`config.mk`:
```
export PLATFORM = sky130hd
export DESIGN_NAME = fetch_stage
export DESIGN_NICKNAME = d
export VERILOG_FILES = /design/src/rtl/fetch_stage.sv
export SDC_FILE = /design/constraint.sdc
export NUM_CORES = 1
export LEC_CHECK = 0
export CORE_MARGIN = 10
export CORE_UTILIZATION = 30
export CTS_BUF_LIST = sky130_fd_sc_hd__clkbuf_16
export CTS_CLUSTER_SIZE = 40
export DETAILED_ROUTE_END_ITERATION = 10
export HOLD_SLACK_MARGIN = 0.05
export PLACE_DENSITY = 0.56
export SLEW_MARGIN = 25
export SYNTH_ARGS = -nofsm -noshare
export SYNTH_HDL_FRONTEND = slang
export SYNTH_SLANG_ARGS = --single-unit
```
`constraint.sdc`:
```
create_clock -name clk -period 2.9 [get_ports clk]
set_input_delay 0.58 -clock clk [delete_from_list [all_inputs] [get_ports clk]]
set_output_delay 0.58 -clock clk [all_outputs]
set_load 0.01 [all_outputs]
```
`src/rtl/fetch_stage.sv`:
```
// fetch_stage: MIPS IF stage holding the PC and the IF/ID register, with stall/branch/flush handling and perf counters
module fetch_stage #(
    parameter int                  WORD_LEN = 32,
    parameter logic [WORD_LEN-1:0] RESET_PC = '0,
    parameter int                  CNT_W    = 32
) (
    input  logic                clk,
    input  logic                rst,
    input  logic                stall,
    input  logic                flush,
    input  logic                br_taken,
    input  logic [WORD_LEN-1:0] br_target,
    output logic [WORD_LEN-1:0] imem_addr,
    input  logic [WORD_LEN-1:0] imem_instr,
    output logic [WORD_LEN-1:0] ifid_pc4,
    output logic [WORD_LEN-1:0] ifid_instr,
    output logic                ifid_valid,
    output logic                pc_misalign,
    output logic [CNT_W-1:0]    fetch_count,
    output logic [CNT_W-1:0]    stall_count
);
    logic [WORD_LEN-1:0] pc_q, pc_d, pc4_q, pc4_d, instr_q, instr_d, pc_plus4;
    logic                valid_q, valid_d, mis_q, mis_d, bubble;
    logic [CNT_W-1:0]    fetch_q, fetch_d, stall_q, stall_d;

    always_comb begin
        pc_plus4 = pc_q + WORD_LEN'(4);
        bubble   = br_taken | flush;
        pc_d     = stall ? pc_q : br_taken ? {br_target[WORD_LEN-1:2], 2'b00} : pc_plus4;
        instr_d  = stall ? instr_q : bubble ? '0 : imem_instr;
        pc4_d    = stall ? pc4_q : bubble ? '0 : pc_plus4;
        valid_d  = stall ? valid_q : !bubble;
        mis_d    = mis_q | (!stall & br_taken & (|br_target[1:0]));
        fetch_d  = (!stall && !bubble) ? fetch_q + CNT_W'(1) : fetch_q;
        stall_d  = stall ? stall_q + CNT_W'(1) : stall_q;
    end

    always_ff @(posedge clk) begin
        if (rst) begin
            pc_q    <= RESET_PC;
            pc4_q   <= '0;
            instr_q <= '0;
            valid_q <= 1'b0;
            mis_q   <= 1'b0;
            fetch_q <= '0;
            stall_q <= '0;
        end else begin
            pc_q    <= pc_d;
            pc4_q   <= pc4_d;
            instr_q <= instr_d;
            valid_q <= valid_d;
            mis_q   <= mis_d;
            fetch_q <= fetch_d;
            stall_q <= stall_d;
        end
    end

    assign imem_addr   = pc_q;
    assign ifid_pc4    = pc4_q;
    assign ifid_instr  = instr_q;
    assign ifid_valid  = valid_q;
    assign pc_misalign = mis_q;
    assign fetch_count = fetch_q;
    assign stall_count = stall_q;
endmodule

```
### Word level (Yosys, flattened, before mapping)

Index checks and enable logic that the tools add are counted.

* bits in registers: 162
* bits in latches: 0
* RAM bits: 0
* ROM bits: 0
* input bits: 69
* output and inout port bits: 162
* word-level logic and storage cells: 21
* memories: 0

* $add $sub $neg: 3
* multipliers: 0
* divide/modulo/power cells: 0
* $lt $le $gt $ge: 0
* equality and inequality tests: 0
* shifts and indexed selects: 0
* muxes and demuxes: 3
* bitwise operators: 4
* reduce and logical (&&, ||, !) cells: 4

Operator list (number)
* $mux 32: 3
* $add 32x1->32 const B: 2
* $add 32x3->32 const B: 1
* $and 1x1->1: 2
* $logic_not 1->1: 2
* $or 1x1->1: 2
* $reduce_or 2->1: 1
* $logic_and 1x1->1: 1

### Longest topological paths before layout

Gate-level depths: netlist of run 1.

* word-level depth: 4
* gate-level depth with buffers: 8
* mapped depth without buffers: 6

### Least setup slack after synthesis of run 1

OpenSTA, ideal clock, no wires.

* path kind: input to register
* start point: input port stall
* end point: register stall_q[31] (netlist: stall_count[31])
* library setup time: 70 ps
* data arrival time: 2359 ps
* required time: 2830 ps
* path slack: 471 ps
* cell stages on the path: 6
* path buffers: 1
* path through: clkbuf_1 > nand4_1 > or4_4 > or4_4 > or3_1 > a21oi_1

RTL lines
* start: declaration: RTL line 9 `input logic stall,`
* end signal: assignment: RTL line 54 `stall_q <= stall_d;`
* end: declaration: RTL line 24 `logic [CNT_W-1:0] fetch_q, fetch_d, stall_q, stall_d;`

### Final worst setup path of run 1

* start point: register pc_q[3] (netlist: imem_addr[3])
* end point: register pc_q[30] (netlist: imem_addr[30])

* cells in the longest elaborated chain, start to end: 2

RTL lines
* start: declaration: RTL line 22 `logic [WORD_LEN-1:0] pc_q, pc_d, pc4_q, pc4_d, instr_q, instr_d, pc_plus4;`
* start signal: assignment: RTL line 48 `pc_q <= pc_d;`
* $add 32x3->32: RTL line 27 `pc_plus4 = pc_q + WORD_LEN'(4);`
* $mux 32: RTL line 29 `pc_d = stall ? pc_q : br_taken ? {br_target[WORD_LEN-1:2], 2'b00} : pc_plus4;`

No other way between the ends.
A chain may end at the register's enable or synchronous reset.

==> results of run 1 <==
-- power by group through the flow --
stage          logic, mW  clock network (mW)  registers [mW]
6_report           0.452                2.28            2.28
5_1_grt            0.495                2.44            2.28
4_1_cts            0.459                2.35            2.27
3_5_place_dp       0.457                   0            2.32
3_3_place_gp       0.457                   0            2.32
2_1_floorplan      0.195                   0            2.33
-- metal layers --
layer	routed length [um]	vias up	GRT usage [%]	share of wire, %
li1	-	3404	-	-
met1	10950	3156	19.42	45
met2	11530	183	25.59	47
met3	1712	12	5.677	7.0
met4	234	0	4.026	0.96
met5	0	-	0	0
-- sequential cells by signal (all words and copies together) (netlist names) --
name / cells
ifid_pc4: 30
stall_count: 32
ifid_instr: 32
imem_addr: 30
pc_misalign: 1
fetch_count: 32
ifid_valid: 1
-- logic make-up after synthesis --
kind of cell,after synthesis
other,1
flip-flops,158
AND/OR/NAND/NOR,360
multiplexers,13
XOR/XNOR,77
AO/OA/AOI/OAI,157
buffers and inverters,77
adder cells (fa/ha/maj),3
-- cell usage in the layout (no fill, tap or decap), types with 7 or more instances in the layout --
cell             netlist  routed
a21oi_1               31      31
a22o_1                23      23
a22oi_1               50      50
a31oi_1               10      10
and3_1                13      13
and4_1                11      11
buf_4                  4      24
clkbuf_16              0      17
clkdlybuf4s50_1        0     223
dfxtp_1              158     158
inv_1                 15      15
mux2i_1               10      10
nand2_1               46      46
nand3_1               38      38
nand4_1               30      30
nor2_1               151     151
nor2b_1                9       8
nor3_1                15      14
nor4_1                14      14
o21ai_0               28      28
or2_2                  7       7
or3_1                 13      13
xnor2_1               45      45
xor2_1                32      32
-- worst max path at each step --
| stage | end | slack (ns) |
|---|---|---|
| after detailed placement | fetch_count[31] | 0.36 |
| after global routing | imem_addr[30] | 0.28 |
| after global placement | fetch_count[31] | 0.41 |
| final | imem_addr[30] | 0.56 |
| after CTS | imem_addr[30] | 0.53 |
| after floorplan | stall_count[31] | 0.47 |
-- critical path, stage by stage, from the launching register on --
cell	delay [ns]
dfxtp_1	0.43
ha_1	0.28
nand3_1	0.32
nor3_1	0.50
nand3_1	0.22
or4_1	0.44
nand3_1	0.09
-- cell type report --
class / instances / area [sq um] / area share [%]
timing repair buffer: 249 / 2437 / 23.59
clock buffer: 17 / 425.4 / 4.118
sequential: 158 / 3163 / 30.62
antenna: 1 / 2.502 / 0.02422
inverter: 15 / 56.30 / 0.5450
tap: 319 / 399.1 / 3.863
multi-input combinational: 614 / 3687 / 35.69
clock inverter: 15 / 160.2 / 1.550
-- stage by stage --
| stage | total power, mW | hold WS, ns | cell area (sq um) | setup WS, ns |
|---|---|---|---|---|
| floorplan | 2.522 | 0.4696 | 7147 | 0.4709 |
| global placement | 2.779 | 0.4335 | 9743 | 0.4123 |
| detailed placement | 2.781 | 0.4363 | 9743 | 0.3557 |
| CTS | 5.084 | 0.4465 | 10330 | 0.5307 |
| global route | 5.217 | 0.4602 | 10330 | 0.2785 |
| finish | 5.007 | 0.4458 | 10330 | 0.5603 |
==> impl_metrics.toml, run 1 <==
[route]
route.detailed.drc = 0
vias_per_cell = 4.867
antenna_left = 0
vias = 6755
drtPass1Iterations = 5
wirelength_um = 24430
drt_iter0_markers = 338
drt-wirelength-per-cell_um = 17.60

[die]
start_util_pct = 30.40
die_width_um = 174.2
core_sq_mm = 0.02347
die-area_sq_mm = 0.03035
io_pins = 231
core.rowCount = 56
die_h_um = 174.2

[min_path]
min_delay_path_depth = 2
hold_path_class = "reg2reg"
holdPathEnd = "pc_misalign"
worst_hold_startpoint = "pc_misalign"

[sta]
setup_violations = 0
final-hold-violation-count = 0
max_slew.worst_pin.slew_ns = 0.6070
final.setup.tns_ns = 0
fin_crit_sh_pct = 80.68
fin_crit_ns = 2.340
fmax_mhz = 427.4
slew_headroom_pct = 59.53
final_max_slew_viol_count = 0
rsz0062_at_grt = "no"
finalClockSkew_ns = 0.009320

[cells_and_area]
post-route-util_pct = 44.01
nFillCells = 2345
areaGrowthSynthToFinish_pct = 44.78
drive_gt1_share_pct = 7.116
nNetsFinal = 1127
fin_cells = 1388

[global_route]
gr-total-overflow = 0
grt_usage_pct = 15.78
grt_pass1_vias = 6670
grt_max_degree = 89
antenna_found_initial = 2
grt_pass1_wl_um = 38750

[worst_setup_path]
arrival_ns = 2.70
crit_fanout = 8
cp-startpoint = "imem_addr[3]"
regToRegEndpoint = "imem_addr[30]"
startpoint_type = "register"
crit-reg2reg-launch = "imem_addr[3]"
end_kind = "register"
critPathKind = "reg2reg"
worst-r2r-cell-count = 6
required_ns = 3.27
ff2ff_setup_slack_ns = 0.56

[cts]
cts_max_path_buffers = 2
cts_buffers = 17
numClockSinks = 158
h-tree-depth = 4
cts_tree = "yes"
post_cts_buffers = 0
holdBufCountCts = 0
clock_latency_ns = 0.42
cts_resized = 0
path_clk_slew_ns = 0.07
root_buffer = "clkbuf_16"

[synth]
synth_area_per_cell_sq_um = 8.435
synth-seq-cells = 158
synth_common_cells = "dfxtp_1, nor2_1, clkbuf_1"
async_reset_ff_share_pct = 0
synthSimpleGateAreaFrac_pct = 24.67
synth-xor-area-share_pct = 9.451
netlist_top_cells_area = "dfxtp_1, nor2_1, xnor2_1"
synth_edf_count = 0
synth_adder_area_share_pct = 0.5260
syn_area_sq_mm = 0.007136
ys_seq_area_share_pct = 44.33
yosys-mux-area-fraction_pct = 1.876
synth.most_common_cell = "dfxtp_1"
synth_compound_area_share_pct = 14.83
yosysTopAreaCellShare_pct = 44.33
synth_top_cell_by_area = "dfxtp_1"
netlist-cell-type-count = 43
synth_top_family_by_area = "simple AND/OR/NAND/NOR gates"
syn_inst = 846
ys.flop_type = "dfxtp_1"
synth_warnings = 0

[placed_design]
routabilityCongestion = 0.8015
place_hpwl_um = 17660
placed_cells = 1355
port_buffers = 226

[pwr]
powerDensity_mw_per_mm2 = 484.6
p_sw_mw = 1.273
internal_power_mw = 3.734
clockPowerShare_pct = 45.5
cellLeakagePower_nw = 3.632
p_sw_share_pct = 25.43
irDropWorstVdd_mv = 0.3149
seqPwrFrac_pct = 45.4
pwr-share-comb_pct = 9.0

[status]
outcome = "completed"

[job]
maxCapViolCount = 0
No activity file was read; power rests on OpenSTA's default activity.
==> inputs of run 2 (changes only) <==
==> constraint.sdc (replaced) <==
create_clock -name clk -period 2.41 [get_ports clk]
set_input_delay 0.482 -clock clk [delete_from_list [all_inputs] [get_ports clk]]
set_output_delay 0.482 -clock clk [all_outputs]
set_load 0.01 [all_outputs]
==> run 2 against run 1 <==
  * Hold slack worse by 0.049 ns
  * Non-clock buffer count is 19 higher
  * Final area is 1.4% higher
  * Combinational power is 26% higher
  * Clock-buffer cell count stayed put
  * Wire length is 0.36% higher
  * Sequential power is 20% higher
  * Sequential share of layout area is 0.42 points lower
  * Sequential cell count stayed put
  * Core utilization is 0.61 points higher
  * Largest cell class unchanged
==> impl_metrics.toml, run 2 (synthesis results as in run 1) <==
[route]
drt_iter0_markers = 380
antenna_left = 0
route.detailed.drc = 0
drt-wirelength-per-cell_um = 17.42
drtPass1Iterations = 5
wirelength_um = 24510
vias_per_cell = 4.855
vias = 6831

[cells_and_area]
post-route-util_pct = 44.62
nFillCells = 2321
ff_latch_area_sq_mm = 0.003163
design_area_sq_mm = 0.01047
nNetsFinal = 1146
drive_gt1_share_pct = 8.471
mostFrequentLayoutCell = "clkdlybuf4s50_1"
areaGrowthSynthToFinish_pct = 46.78
multi_input_area_sq_mm = 0.003687
fin_cells = 1407
layout_common_cells = "clkdlybuf4s50_1, dfxtp_1, nor2_1, a22oi_1, nand2_1"

[global_route]
gr-total-overflow = 0
grt_pass1_vias = 6788
grt_max_degree = 97
grt_pass1_wl_um = 38930
antenna_found_initial = 2
grt_usage_pct = 15.73

[placed_design]
port_buffers = 226
placed_cell_area_sq_mm = 0.009923
place_ws_ns = -0.04614
placed_cells = 1374
place_hpwl_um = 17860
routabilityCongestion = 0.7894

[worst_setup_path]
startpoint_type = "register"
cp_common_cell = "or4_4"
crit_fanout = 7
end_kind = "register"
ff2ff_setup_slack_ns = 0.12
crit-reg2reg-launch = "stall_count[9]"
required_ns = 2.75
cp_slowest_cell = "or4_4"
regToRegEndpoint = "stall_count[31]"
critPathMaxStageDelay_ns = 0.58
cp_top_family = "simple AND/OR/NAND/NOR gates"
arrival_ns = 2.63
path_buf_inv = 0
worst-r2r-cell-count = 5
crit_chain = "nand4_4, or4_4, or4_4, or3_1, a21oi_1"
critPathKind = "reg2reg"

[die]
core_sq_mm = 0.02347
die-area_sq_mm = 0.03035
die_width_um = 174.2
start_util_pct = 30.40
die_h_um = 174.2
core.rowCount = 56
io_pins = 231

[sta]
finalClockSkew_ns = 0.01110
fin_crit_ns = 2.290
hold_ws_ns = 0.3967
fmax_mhz = 436.7
max_slew.worst_pin.slew_ns = 0.5457
setup_violations = 0
fin_crit_sh_pct = 95.01
final_max_slew_viol_count = 0
slew_headroom_pct = 63.34
fin_ws_ns = 0.1202
final-hold-violation-count = 0
rsz0062_at_grt = "no"

[cts]
cts_buffers = 17
cts_resized = 0
cts_tree = "yes"
root_buffer = "clkbuf_16"
path_clk_slew_ns = 0.07
post_cts_buffers = 0
numClockSinks = 158
clock_latency_ns = 0.42
h-tree-depth = 4
cts_max_path_buffers = 2
holdBufCountCts = 0

[min_path]
hold_path_class = "in2reg"
min_delay_path_depth = 2
holdPathEnd = "imem_addr[16]"
worst_hold_startpoint = "rst"

[pwr]
cellLeakagePower_nw = 3.714
powerDensity_mw_per_mm2 = 557.4
irDropWorstVdd_mv = 0.3738

[job]
maxCapViolCount = 0

[status]
outcome = "completed"
[run 2: worst register-to-register path: stages, from the launching register on]
cell     delay, ns
dfxtp_1       0.44
nand4_4       0.18
or4_4         0.58
or4_4         0.52
or3_1         0.36
a21oi_1       0.14
[run 2: metrics by stage]
stage          TNS, ns  total power, mW
3_3_place_gp         0            3.363
4_1_cts              0            5.928
3_5_place_dp   -0.1964            3.366
6_report             0            5.838
5_1_grt              0            6.104
2_1_floorplan        0            3.035
[run 2: area by class of cell]
cell class                 instances  area share (%)
tap                              319           3.811
antenna                            2         0.04778
clock buffer                      17           4.062
multi-input combinational        614           35.20
timing repair buffer             268           24.99
sequential                       158           30.20
clock inverter                    14           1.147
inverter                          15          0.5376
[run 2: worst max path at each step]
| stage | start | to | depth (start not counted) |
|---|---|---|---|
| finish | stall_count[9] | stall_count[31] | 5 |
| global route | fetch_count[9] | fetch_count[26] | 5 |
| CTS | stall_count[9] | stall_count[31] | 5 |
| detailed placement | flush | fetch_count[26] | 6 |
| global placement | flush | fetch_count[30] | 6 |
| floorplan | stall | stall_count[31] | 6 |
[run 2: power by group]
group / switching [mW] / internal [mW]
combinational: 0.271 / 0.299
sequential: 0.0651 / 2.67
clock: 1.12 / 1.41
[run 2: per-layer routing]
| layer | vias to the layer above | GRT usage, % | wire length, um |
|---|---|---|---|
| met5 | - | 0 | 0 |
| met4 | 0 | 4.346 | 313 |
| met3 | 17 | 5.114 | 1764 |
| met2 | 175 | 25.85 | 11500 |
| met1 | 3202 | 19.28 | 10930 |
| li1 | 3437 | - | - |
